`src/rtl/seq_mult_param.sv`:
```
// Parametrised sequential shift-add multiplier: one multiplier bit per clock,
// signed/unsigned at run time. Optional macro SEQ_MULT_EARLY_TERM_EN ends CALC early.
module seq_mult_param #(
  parameter  int N  = 8,
  localparam int CW = $clog2(N)
) (
  input  logic           clk,
  input  logic           reset,
  input  logic           start,
  input  logic           signed_mode,
  input  logic [N-1:0]   a_in,
  input  logic [N-1:0]   b_in,
  output logic           busy,
  output logic           done,
  output logic [2*N-1:0] product
);

  typedef enum logic [1:0] {S_IDLE, S_CALC, S_FIN} state_t;

  state_t          r_state;
  logic [2*N-1:0]  r_mcand;
  logic [N:0]      r_mplier;
  logic [2*N-1:0]  r_acc;
  logic [CW-1:0]   r_cnt;
  logic            r_neg;
  logic [2*N-1:0]  r_prod;
  logic            r_done;

  logic [N:0]      w_a_ext, w_b_ext, w_a_mag, w_b_mag;
  logic            w_a_neg, w_b_neg;
  logic [N:0]      w_mplier_nxt;
  logic            w_last;
  logic [2*N-1:0]  w_prod;

  // Magnitudes are N+1 bits wide so that -2^(N-1) is represented exactly.
  assign w_a_neg = signed_mode & a_in[N-1];
  assign w_b_neg = signed_mode & b_in[N-1];
  assign w_a_ext = {w_a_neg, a_in};
  assign w_b_ext = {w_b_neg, b_in};
  assign w_a_mag = w_a_neg ? -w_a_ext : w_a_ext;
  assign w_b_mag = w_b_neg ? -w_b_ext : w_b_ext;

  assign w_mplier_nxt = r_mplier >> 1;
`ifdef SEQ_MULT_EARLY_TERM_EN
  assign w_last = (w_mplier_nxt == '0) || (r_cnt == CW'(N-1));
`else
  assign w_last = (r_cnt == CW'(N-1));
`endif

  // Negating a zero magnitude yields zero, so no negative-zero can appear.
  assign w_prod = r_neg ? -r_acc : r_acc;

  always_ff @(posedge clk) begin
    if (reset) begin
      r_state  <= S_IDLE;
      r_mcand  <= '0;
      r_mplier <= '0;
      r_acc    <= '0;
      r_cnt    <= '0;
      r_neg    <= 1'b0;
      r_prod   <= '0;
      r_done   <= 1'b0;
    end else begin
      r_done <= 1'b0;
      case (r_state)
        S_IDLE: begin
          if (start) begin
            r_mcand  <= {{(N-1){1'b0}}, w_a_mag};
            r_mplier <= w_b_mag;
            r_neg    <= w_a_neg ^ w_b_neg;
            r_acc    <= '0;
            r_cnt    <= '0;
            r_state  <= S_CALC;
          end
        end
        S_CALC: begin
          if (r_mplier[0]) r_acc <= r_acc + r_mcand;
          r_mcand  <= r_mcand << 1;
          r_mplier <= w_mplier_nxt;
          r_cnt    <= r_cnt + CW'(1);
          if (w_last) r_state <= S_FIN;
        end
        S_FIN: begin
          r_prod  <= w_prod;
          r_done  <= 1'b1;
          r_state <= S_IDLE;
        end
        default: r_state <= S_IDLE;
      endcase
    end
  end

  assign busy    = (r_state != S_IDLE);
  assign done    = r_done;
  assign product = r_prod;

endmodule
```
`config.mk`:
```
export PLATFORM = sky130hd
export DESIGN_NAME = seq_mult_param
export DESIGN_NICKNAME = d
export VERILOG_FILES = /design/src/rtl/seq_mult_param.sv
export SDC_FILE = /design/constraint.sdc
export NUM_CORES = 1
export LEC_CHECK = 0
export ABC_AREA = 1
export CAP_MARGIN = 10
export CORE_ASPECT_RATIO = 0.9
export CORE_MARGIN = 2
export CORE_UTILIZATION = 58
export CTS_CLUSTER_DIAMETER = 30
export DETAILED_ROUTE_END_ITERATION = 10
export GPL_TIMING_DRIVEN = 0
export PLACE_DENSITY = 0.85
export RECOVER_POWER = 100
export SYNTH_ARGS = -nofsm -noshare
export SYNTH_HDL_FRONTEND = slang
export SYNTH_SLANG_ARGS = --single-unit
```
`constraint.sdc`:
```
create_clock -name clk -period 2.05 [get_ports clk]
set_input_delay 0.41 -clock clk [delete_from_list [all_inputs] [get_ports clk]]
set_output_delay 0.41 -clock clk [all_outputs]
set_load 0.05 [all_outputs]
```
* Yosys cells after proc, flatten, opt, wreduce, memory -nomap -nowiden
Cells that the tools add are included.
** Cells by class
- Add/sub/neg operators :: 5
- Eq/ne operators :: 6
- Muxes and demuxes :: 16
- Bitwise gates (word level) :: 3
- Reductions and logical operators :: 7
** Operator list (number)
- 16-bit 2-to-1 mux :: 4
- 16-bit one-hot mux with 2 select lines :: 2
- 9-bit 2-to-1 mux :: 3
- 9-bit negator :: 2
- 9-bit one-hot mux with 2 select lines :: 1
- 16-bit adder :: 1
- 16-bit negator :: 1
- 2-bit != test (second input constant) :: 3
- 3-bit one-hot mux with 2 select lines :: 1
- 2-bit AND reduction :: 3
- 2-bit 2-to-1 mux :: 2
- 2-bit one-hot mux with 2 select lines :: 1
- 2-bit nonzero test :: 2
- 3-bit by 1-bit adder with 3-bit output (second input constant) :: 1
- 3-bit == test (second input constant) :: 1
- 3-bit 2-to-1 mux :: 1
- 3-bit AND reduction :: 1
- 1-bit bitwise AND :: 2
- 2-bit by 1-bit == test with 1-bit output (second input constant) :: 1
- 2-bit == test (second input constant) :: 1
- 2-bit zero test :: 1
- 1-bit 2-to-1 mux :: 1
- 1-bit XOR :: 1
** Word-level totals
- Register bits after elaboration :: 64
- Input port bits :: 20
- Output and inout bits :: 18
- Word-level logic and storage cells :: 45

* Depth between registers and ports, before layout
Gate-level depths: netlist of run 1.
- Depth in word-level cells :: 5
- Mapped depth :: 11
- Mapped depth without buffers :: 11

* Worst setup path after synthesis of run 1
No wires, ideal clock.
- Path kind :: reg2reg
- Start point :: register r_mcand[0]
- End point :: register r_acc[8]
- Setup time :: 0.132 ns
- Arrival time :: 1.524 ns
- Required time :: 1.918 ns
- Slack :: 0.394 ns
- Stages on the path, launching flop included :: 11
- Buffers on the path :: 0
- Period minus slack after synthesis :: 1.656 ns
- Cell sequence :: dfxtp_1 -> ha_1 -> inv_1 -> fa_1 -> inv_1 -> nand3_1 -> nand3_1 -> a21oi_1 -> or2_0 -> nand3_1 -> a21oi_1
** Between the ends
- Longest elaborated chain between the ends :: 3
** RTL lines
- start, declared :: line 21 : logic [2*N-1:0] r_mcand;
- start signal, assigned :: line 68 : r_mcand <= {{(N-1){1'b0}}, w_a_mag};
- start signal, assigned :: line 78 : r_mcand <= r_mcand << 1;
- 16-bit adder :: line 77 : if (r_mplier[0]) r_acc <= r_acc + r_mcand;
- 16-bit 2-to-1 mux :: line 77
- 16-bit one-hot mux with 2 select lines :: line 65 : case (r_state)
- end signal, assigned :: line 77
- end, declared :: line 23 : logic [2*N-1:0] r_acc;
Every way passes these cells. The select of a mux whose other input is x is not followed.
A chain may end at the register's enable or synchronous reset.

* Worst setup path after layout of run 1
- Start point :: register r_prod[13], in the netlist product[13]
- End point :: output product[13]
** RTL lines
- start, declared :: line 26 : logic [2*N-1:0] r_prod;
- start signal, assigned :: line 84 : r_prod <= w_prod;
- end, declared :: line 15 : output logic [2*N-1:0] product
No word-level cell between the ends.

==> flow_results.org, run 1 <==
** Final layout
- Share of post-route cells with drive strength above 1 :: 0.0926
- Area growth from synthesis to layout :: 16.0%
- In the final design database the tool counted 716 nets.
- Number of inserted diodes :: 0

** Floorplanning
- For this design the top-level I/O count stands at 38.
- Width of the die :: 93.2 um
- Initial core utilization :: 0.593
- Area enclosed by the die boundary :: 0.00785 sq mm
- Standard-cell rows :: 29
- The die is 84.3 um tall.
- The region available for standard cell placement spans 0.00700 sq mm.

** Setup path
- The critical path in this run is classified as reg2out.
- The critical path goes through dlygate4sd3_1.
- Sort of element at the end of the critical path :: output pin
- The kind of cell with the highest combined delay along the critical path is buffers and inverters.
- STA puts the critical path data required time at 1.64 ns.
- Max Fanout on Critical Path :: 2
- The slowest stage of the critical path is the sky130_fd_sc_hd__dlygate4sd3_1 cell.
- For this run, the slowest stage of the critical path takes 0.87 ns.
- Counting both buffers and inverters, the worst setup path holds a total of 1.
- Arrival time at the worst endpoint :: 1.57 ns
- Startpoint types :: register

** Timing
- Setup repair after global routing missed its margin :: no
- Part of the cycle the worst path needs :: 0.965
- Pins Over Slew Limit :: 0
- For the pin with the worst max-slew slack, the measured transition is 0.740 ns.
- After layout, the worst setup slack is 0.0721 ns.
- Shortest clock period the worst path allows after layout :: 1.98 ns
- Summed over all failing endpoints, the final setup total negative slack is 0 ns.
- Max-Slew Margin vs Limit :: 0.506
- Between clock sinks in the finished design, the worst skew comes to 0.00675 ns.
- Fmax :: 506 MHz
- Setup violations remaining at the end of the flow were counted as 0.
- The final number of hold-violating endpoints was 0.

** Clocking
- Clock latency on the worst-skew pair :: 0.35 ns
- Number of buffers created by CTS :: 9
- Clk buf depth :: 2
- CTS sink count :: 64
- Clock-pin slew was measured on the worst setup and hold paths at 0.07 ns.
- CTS tree :: done
- The number of setup buffers added after CTS is 0.
- The number of hold buffers added after CTS was 0.
- In this run the number of H-tree levels came out at 3.
- In this run the clock root is driven by a sky130_fd_sc_hd__clkbuf_8.

** Global routing
- Entering global routing, the biggest net connects 12 pins.
- The first global-routing pass estimated 17.9 mm of wire.
- The number of antenna violations at the first check in global routing is 0.
- In the global route stage, overall resource usage came out at 0.288.
- Total gr overflow :: 0
- Number of global-route vias before repair :: 3934

** Synthesis
- Cell accounting for the most synthesized area :: sky130_fd_sc_hd__dfxtp_1
- The post-synthesis compound-gate area fraction is 0.149.
- Multiplexer area fraction after synthesis :: 0
- Synthesis handed over a netlist of 628 instances.
- Number of synthesized register bits :: 64
- By area, the combinational part of the netlist is dominated by simple AND/OR/NAND/NOR gates.
- After synthesis, the cell types taking the most area are sky130_fd_sc_hd__dfxtp_1, sky130_fd_sc_hd__nand2_1, sky130_fd_sc_hd__inv_1, sky130_fd_sc_hd__a21oi_1, sky130_fd_sc_hd__ha_1.
- Area share of xor/xnor cells in the synthesized design :: 0.0211
- Post-synthesis instance area :: 0.00415 sq mm
- Yosys warns :: 0
- Each instance of the synthesized netlist takes up on average 6.61 sq um.
- Area share of fa/ha/maj cells after synthesis :: 0.0651
- After synthesis, the netlist uses 45 different library cells.
- Mapped Nets :: 669
- Ys flop type :: sky130_fd_sc_hd__dfxtp_1
- Area fraction in and, or, nand and nor cells after synthesis :: 0.342
- Of the post-synthesis cell area, the dominant cell type holds 0.309.
- Portion of the post-synthesis area used by sequential elements :: 0.309
- Post-synth EDFFs :: 0
- Share of synthesized flip-flops with an asynchronous set or reset :: 0

** Placed design
- Prior to clock tree synthesis, the placed netlist has a worst setup slack of 0.0965 ns.
- RD Place Congestion :: 0.955
- Dpl hpwl :: 8.12 mm
- Port Buf Inserts :: 36

** Power
- Static leakage power :: 0.00231 uW
- Power density over the cells :: 645 mW/mm^2
- Power comes to 3100 uW.
- Max VDD drop :: 0.645 mV

** Route
- In this run, the number of DRC markers left after iteration 0 of detailed routing was 258.
- Once detail routing completed, the nets flagged for antenna violations numbered 0.
- In the final routed layout, each cell accounts on average for 13.8 um.
- After detailed routing, the number of remaining DRC violations is 0.
- Wires add up to 10.7 mm.
- The routed layout has 4157 vias.
- The first detailed-routing pass took 5 iterations.
- Dividing the detail-routed via count by the number of cells gives 5.38.

** Job
- Maxcap violations :: 0

** Outcome
- The run finished with clean final reports.

** Min path
- In this run the worst hold path is classified as reg2reg.
[where the power goes]
group          internal [uW]  leakage, uW  switching (uW)  total (uW)
clock                    910     0.000133             515        1430
sequential              1280     0.000519            25.9        1300
combinational            138      0.00166             240         378
total                   2320      0.00231             781        3100
[kinds of logic after synthesis]
kind of cell / after synthesis
simple gates: 319
buf+inv: 108
compound gates: 106
flops: 64
fa+ha+maj: 21
xor+xnor: 10
[worst min-delay path: cells and delay by family, from the launching register on]
family                 cells  cell delay (ns)
flip-flops                 1             0.32
AND/OR/NAND/NOR            1             0.08
buffers and inverters      1             0.04
[flip-flops by register name (all words and copies together) (netlist names)]
signal	count
done	1
product	16
r_acc	16
r_cnt	3
r_mcand	16
r_mplier	9
r_neg	1
r_state	2
[final cells by class]
type | count | area, sq um
multi-input combinational | 456 | 2360
fill | 625 | 2190
sequential | 64 | 1280
timing repair buffer | 36 | 359
inverter | 89 | 340
clock buffer | 12 | 165
tap | 93 | 116
clock inverter | 4 | 98.8
buffer | 19 | 95.1
[metrics by stage]
stage / instance area [sq um] / instances / util / hold slack (ns)
finish: 4810 / 773 / 0.687 / 0.475
global route: 4810 / 773 / 0.687 / 0.485
CTS: 4890 / 773 / 0.698 / 0.464
detailed placement: 4630 / 757 / 0.661 / 0.456
global placement: 4630 / 757 / 0.661 / 0.445
floorplan: 4150 / 628 / - / 0.433
[layout by cell type (no fill, tap or decap), types with 3 or more instances in the layout]
cell / Yosys / routed
sky130_fd_sc_hd__nand2_1: 181 / 186
sky130_fd_sc_hd__inv_1: 79 / 80
sky130_fd_sc_hd__dfxtp_1: 64 / 64
sky130_fd_sc_hd__a21oi_1: 58 / 59
sky130_fd_sc_hd__nor2_1: 48 / 50
sky130_fd_sc_hd__nand3_1: 45 / 44
sky130_fd_sc_hd__ha_1: 20 / 20
sky130_fd_sc_hd__o21ai_0: 16 / 19
sky130_fd_sc_hd__dlygate4sd3_1: 0 / 19
sky130_fd_sc_hd__clkdlybuf4s50_1: 0 / 16
sky130_fd_sc_hd__clkbuf_8: 0 / 12
sky130_fd_sc_hd__clkbuf_1: 5 / 10
sky130_fd_sc_hd__nand2_2: 14 / 10
sky130_fd_sc_hd__xor2_1: 8 / 8
sky130_fd_sc_hd__inv_2: 8 / 7
sky130_fd_sc_hd__a31oi_1: 6 / 6
sky130_fd_sc_hd__nor2_2: 6 / 5
sky130_fd_sc_hd__a31oi_2: 5 / 5
sky130_fd_sc_hd__nand3b_1: 4 / 4
sky130_fd_sc_hd__nand4_1: 4 / 4
sky130_fd_sc_hd__o21ai_1: 7 / 4
sky130_fd_sc_hd__nor3_1: 3 / 4
sky130_fd_sc_hd__nand3_2: 3 / 4
sky130_fd_sc_hd__clkbuf_2: 0 / 3
sky130_fd_sc_hd__buf_4: 4 / 3
sky130_fd_sc_hd__a22oi_1: 3 / 3
sky130_fd_sc_hd__o211ai_1: 3 / 3
sky130_fd_sc_hd__bufinv_16: 0 / 3
[cells in the mapped netlist, types with 3 or more instances]
library cell and number:
sky130_fd_sc_hd__clkbuf_1 5, sky130_fd_sc_hd__nand2_1 181, sky130_fd_sc_hd__nor3_1 3, sky130_fd_sc_hd__nand3b_1 4, sky130_fd_sc_hd__nand2_2 14, sky130_fd_sc_hd__inv_2 8, sky130_fd_sc_hd__a22oi_1 3, sky130_fd_sc_hd__a31oi_2 5
sky130_fd_sc_hd__nand4_1 4, sky130_fd_sc_hd__buf_6 3, sky130_fd_sc_hd__a31oi_1 6, sky130_fd_sc_hd__buf_4 4, sky130_fd_sc_hd__a21oi_1 58, sky130_fd_sc_hd__o21ai_1 7, sky130_fd_sc_hd__nand3_1 45, sky130_fd_sc_hd__nor2_1 48
sky130_fd_sc_hd__o211ai_1 3, sky130_fd_sc_hd__inv_1 79, sky130_fd_sc_hd__nor2_2 6, sky130_fd_sc_hd__nand3_2 3, sky130_fd_sc_hd__ha_1 20, sky130_fd_sc_hd__xor2_1 8, sky130_fd_sc_hd__buf_2 5, sky130_fd_sc_hd__dfxtp_1 64
sky130_fd_sc_hd__o21ai_0 16
[layer usage]
metal  wire [um]  track usage  vias to the layer above
met2        4780        0.462                      115
met5           0            0                        -
li1            -            -                     2114
met3         528       0.0664                       30
met4         368        0.132                        0
met1        4980        0.369                     1898
[path summary, 6_finish.rpt]
kind                                                from                  endpoint  slack (ns)  cells after the start
worst max-delay path            product[13]$_SDFFE_PP0P_               product[13]        0.07                      1
worst min-delay path            r_mplier[8]$_SDFFE_PP0P_  r_mplier[8]$_SDFFE_PP0P_        0.48                      2
worst max register to register   r_mcand[0]$_SDFFE_PP0P_     r_acc[8]$_SDFFE_PP0P_        0.15                     10
worst min register to register  r_mplier[8]$_SDFFE_PP0P_  r_mplier[8]$_SDFFE_PP0P_        0.48                      2
[repair_timing]
item | in CTS | in global routing
gates resized for setup | 1 | 1
gates cloned | 0 | 0
endpoints found under the setup margin | 1 | 1
No activity file was read; power rests on OpenSTA's default activity.
==> run 2, diff against run 1 <==
--- a/config.mk
+++ b/config.mk
@@ -11,6 +11,7 @@
 export CORE_MARGIN = 2
 export CORE_UTILIZATION = 58
 export CTS_CLUSTER_DIAMETER = 30
+export CTS_CLUSTER_SIZE = 14
 export DETAILED_ROUTE_END_ITERATION = 10
 export GPL_TIMING_DRIVEN = 0
 export PLACE_DENSITY = 0.85
==> results of run 2 <==
The final DEF is identical to that of run 1; final timing and power are the same.
==> run 3, diff against run 2 <==
--- a/config.mk
+++ b/config.mk
@@ -14,7 +14,7 @@
 export CTS_CLUSTER_SIZE = 14
 export DETAILED_ROUTE_END_ITERATION = 10
 export GPL_TIMING_DRIVEN = 0
-export PLACE_DENSITY = 0.85
+export PLACE_DENSITY_LB_ADDON = 0.15
 export RECOVER_POWER = 100
 export SYNTH_ARGS = -nofsm -noshare
 export SYNTH_HDL_FRONTEND = slang
==> run 3 against run 2 <==
Compared with the run above:
- worst setup slack improved by 0.014 ns
- critical path depth unchanged
- first-iteration DRC count increased by 9.3%
- critical endpoint is now product[7]
- via count decreased by 0.51%
- clock-buffer cell count decreased by 2
- power decreased by 7.1%
==> flow_results.org, run 3 (synthesis results as in run 1) <==
** Outcome
- The run finished with clean final reports.

** Floorplanning
- I/O pin count :: 38 (unchanged)
- The core footprint is 0.00700 sq mm (unchanged).
- The width of the chip is 93.2 um (unchanged).
- Initial core utilization :: 0.593 (unchanged)
- Standard-cell rows :: 29 (unchanged)
- The floorplan die area came to 0.00785 sq mm (unchanged).
- Die height :: 84.3 um (unchanged)

** Power
- The power density over the cells came to 607 mW/mm^2 (-5.9%).
- The static leakage power was 0.00224 uW (-3.2%).
- The highest ir drop seen on vdd was 0.627 mV (-2.6%).
- Total power consumption of the routed design :: 2880 uW (-7.1%)

** Setup path
- The cell family contributing the most delay on the critical path is buffers and inverters.
- Type of the setup path with the least slack :: reg2out
- The startpoint identified for the worst register-to-register timing path is r_mcand[0]$_SDFFE_PP0P_.
- Max Fanout on Critical Path :: 2 (unchanged)
- Sort of element at the end of the critical path :: output pin
- Crit-path cells :: dlygate4sd3_1
- The endpoint arrival time on the critical path was 1.55 ns (-0.02 ns).
- The most critical setup path has its startpoint at product[7]$_SDFFE_PP0P_.
- Startpoint types :: register
- Buffers & Inverters on Critical Path :: 1 (unchanged)
- The slowest stage of the critical path is the sky130_fd_sc_hd__dlygate4sd3_1 cell.
- Required @ worst endpoint :: 1.64 ns (about the same)
- Delay of the slowest cell on the worst path :: 0.87 ns (about the same)

** Placed design
- The number of buffer cells added on primary ports was 36 (unchanged).
- The placer congestion estimate is 0.930 (-2.6%).
- The instance count after placement with tap cells included was 757 (unchanged).
- The sum of net half-perimeters after detailed placement came to 8.11 mm (about the same).

** Final layout
- The area growth from synthesis to layout is 14.5%.
- The final instance count without filler cells was 773 (unchanged).
- The top cell types in the final layout, fill and taps aside, are sky130_fd_sc_hd__nand2_1, sky130_fd_sc_hd__inv_1, sky130_fd_sc_hd__dfxtp_1.
- Leaving out fill and tap cells, the most frequent cell in the layout is sky130_fd_sc_hd__nand2_1.
- The number of nets at the end of the flow came to 716 (unchanged).
- The number of antenna diodes was 0 (unchanged).
- The number of fill cells was 626 (+0.16%).
- The ratio of cells with drive above 1 in the final layout is 0.0779 (-0.0147).

** Clocking
- Number of cells upsized or downsized after cts :: 1 (unchanged)
- The clock transition at the registers of the reported paths came to 0.08 ns (about the same).
- The number of levels the H-tree was split into is 3 (unchanged).
- Number of hold buffers added after cts :: 0 (unchanged)
- The buffer count from post-CTS setup fixing came to 0 (unchanged).
- Clock tree synthesis selected as its root buffer the cell sky130_fd_sc_hd__clkbuf_8.
- CTS tree :: done
- The clock latency reported for the late side of the worst-skew pair came to 0.34 ns (about the same).
- The number of buffers created by CTS was 9 (unchanged).
- Clk buf depth :: 2 (unchanged)
- The count of clock tree sinks came to 64 (unchanged).

** Timing
- Max-Slew Margin vs Limit :: 0.600 (+0.0932)
- Sum of negative setup slack :: 0 ns (unchanged)
- The final number of hold-violating endpoints is 0 (unchanged).
- Largest clock skew in the final design :: 0.00974 ns (+0.00299 ns)
- Number of failing setup endpoints in the final timing report :: 0 (unchanged)
- Fmax :: 509 MHz (+0.70%)
- Shortest clock period the worst path allows after layout :: 1.96 ns (-0.0138 ns)
- Setup repair after global routing missed its margin :: no
- Pins Over Slew Limit :: 0 (unchanged)
- Slew at the pin with the worst max-slew slack :: 0.600 ns (-0.140 ns)
- Part of the cycle the worst path needs :: 0.958 (-0.00671)
- The worst hold slack is 0.469 ns (-0.00667 ns).

** Global routing
- The first-pass GRT wire length was 17.7 mm (-1.3%).
- Total gr overflow :: 0 (unchanged)
- The overall routing resource usage was 0.282 (-0.00564).
- Number of antenna violations at the first check in global routing :: 0 (unchanged)
- The pin count of the biggest net entering global routing was 13 (+1).
- The number of global-route vias before repair is 3857 (-2.0%).

** Min path
- Worst hold start :: r_mplier[8]$_SDFFE_PP0P_
- Hold/Removal Path Class :: reg2reg

** Route
- The detailed-route wire length is 10.3 mm (-2.9%).
- Count of TritonRoute iterations in the first routing pass :: 5 (unchanged)
- Drc violations :: 0 (unchanged)
- The via count came to 4136 (-0.51%).
- The routed wirelength normalized by instance count is 13.4 um (-2.9%).
- The average vias per placed instance was 5.35 (-0.51%).
- The antenna violation net count after detailed routing was 0 (unchanged).
- The iteration-0 DRC count of the detailed router is 282 (+9.3%).

** Job
- Maxcap violations :: 0 (unchanged)
## run 3: final timing paths
check | to | slack (ns) | cells after the start
max reg2reg | r_acc[8]$_SDFFE_PP0P_ | 0.19 | 10
max | product[7] | 0.09 | 1
min | r_mplier[8]$_SDFFE_PP0P_ | 0.47 | 2
min reg2reg | r_mplier[8]$_SDFFE_PP0P_ | 0.47 | 2
## run 3: metrics by stage
step	instance area [sq um]	utilization	worst slack, ns
6_report	4750	0.678	0.0858
5_1_grt	4750	0.678	0.0403
4_1_cts	4850	0.692	0.108
3_5_place_dp	4630	0.661	0.0944
3_3_place_gp	4630	0.661	0.139
2_1_floorplan	4150	-	0.394
## run 3: power breakdown
part	leakage, uW	internal (uW)	switching, uW
registers	0.000519	1280	26.6
clock network	0.000103	691	518
logic	0.00161	137	235
total	0.00224	2100	780
## run 3: tightest hold or removal path: stages (launching register included)
cell                      delay (ns)
sky130_fd_sc_hd__dfxtp_1        0.32
sky130_fd_sc_hd__nand3_1        0.08
sky130_fd_sc_hd__inv_1          0.03
## run 3: final cells by class
| type | instances | area (sq um) | area share |
|---|---|---|---|
| multi-input cells | 456 | 2330 | 0.491 |
| flip-flops and latches | 64 | 1280 | 0.270 |
| repair buffers | 36 | 359 | 0.0756 |
| inverters | 89 | 340 | 0.0716 |
| clock buffers | 10 | 128 | 0.0269 |
| well taps | 93 | 116 | 0.0245 |
| plain buffers | 19 | 100 | 0.0211 |
| clock inverters | 6 | 92.6 | 0.0195 |
## run 3: per-layer routing
layer / vias up / wire, um / global-route usage
li1: 2112 / - / -
met1: 1878 / 4980 / 0.386
met2: 135 / 4580 / 0.455
met3: 11 / 697 / 0.0691
met4: 0 / 91 / 0.0615
met5: - / 0 / 0
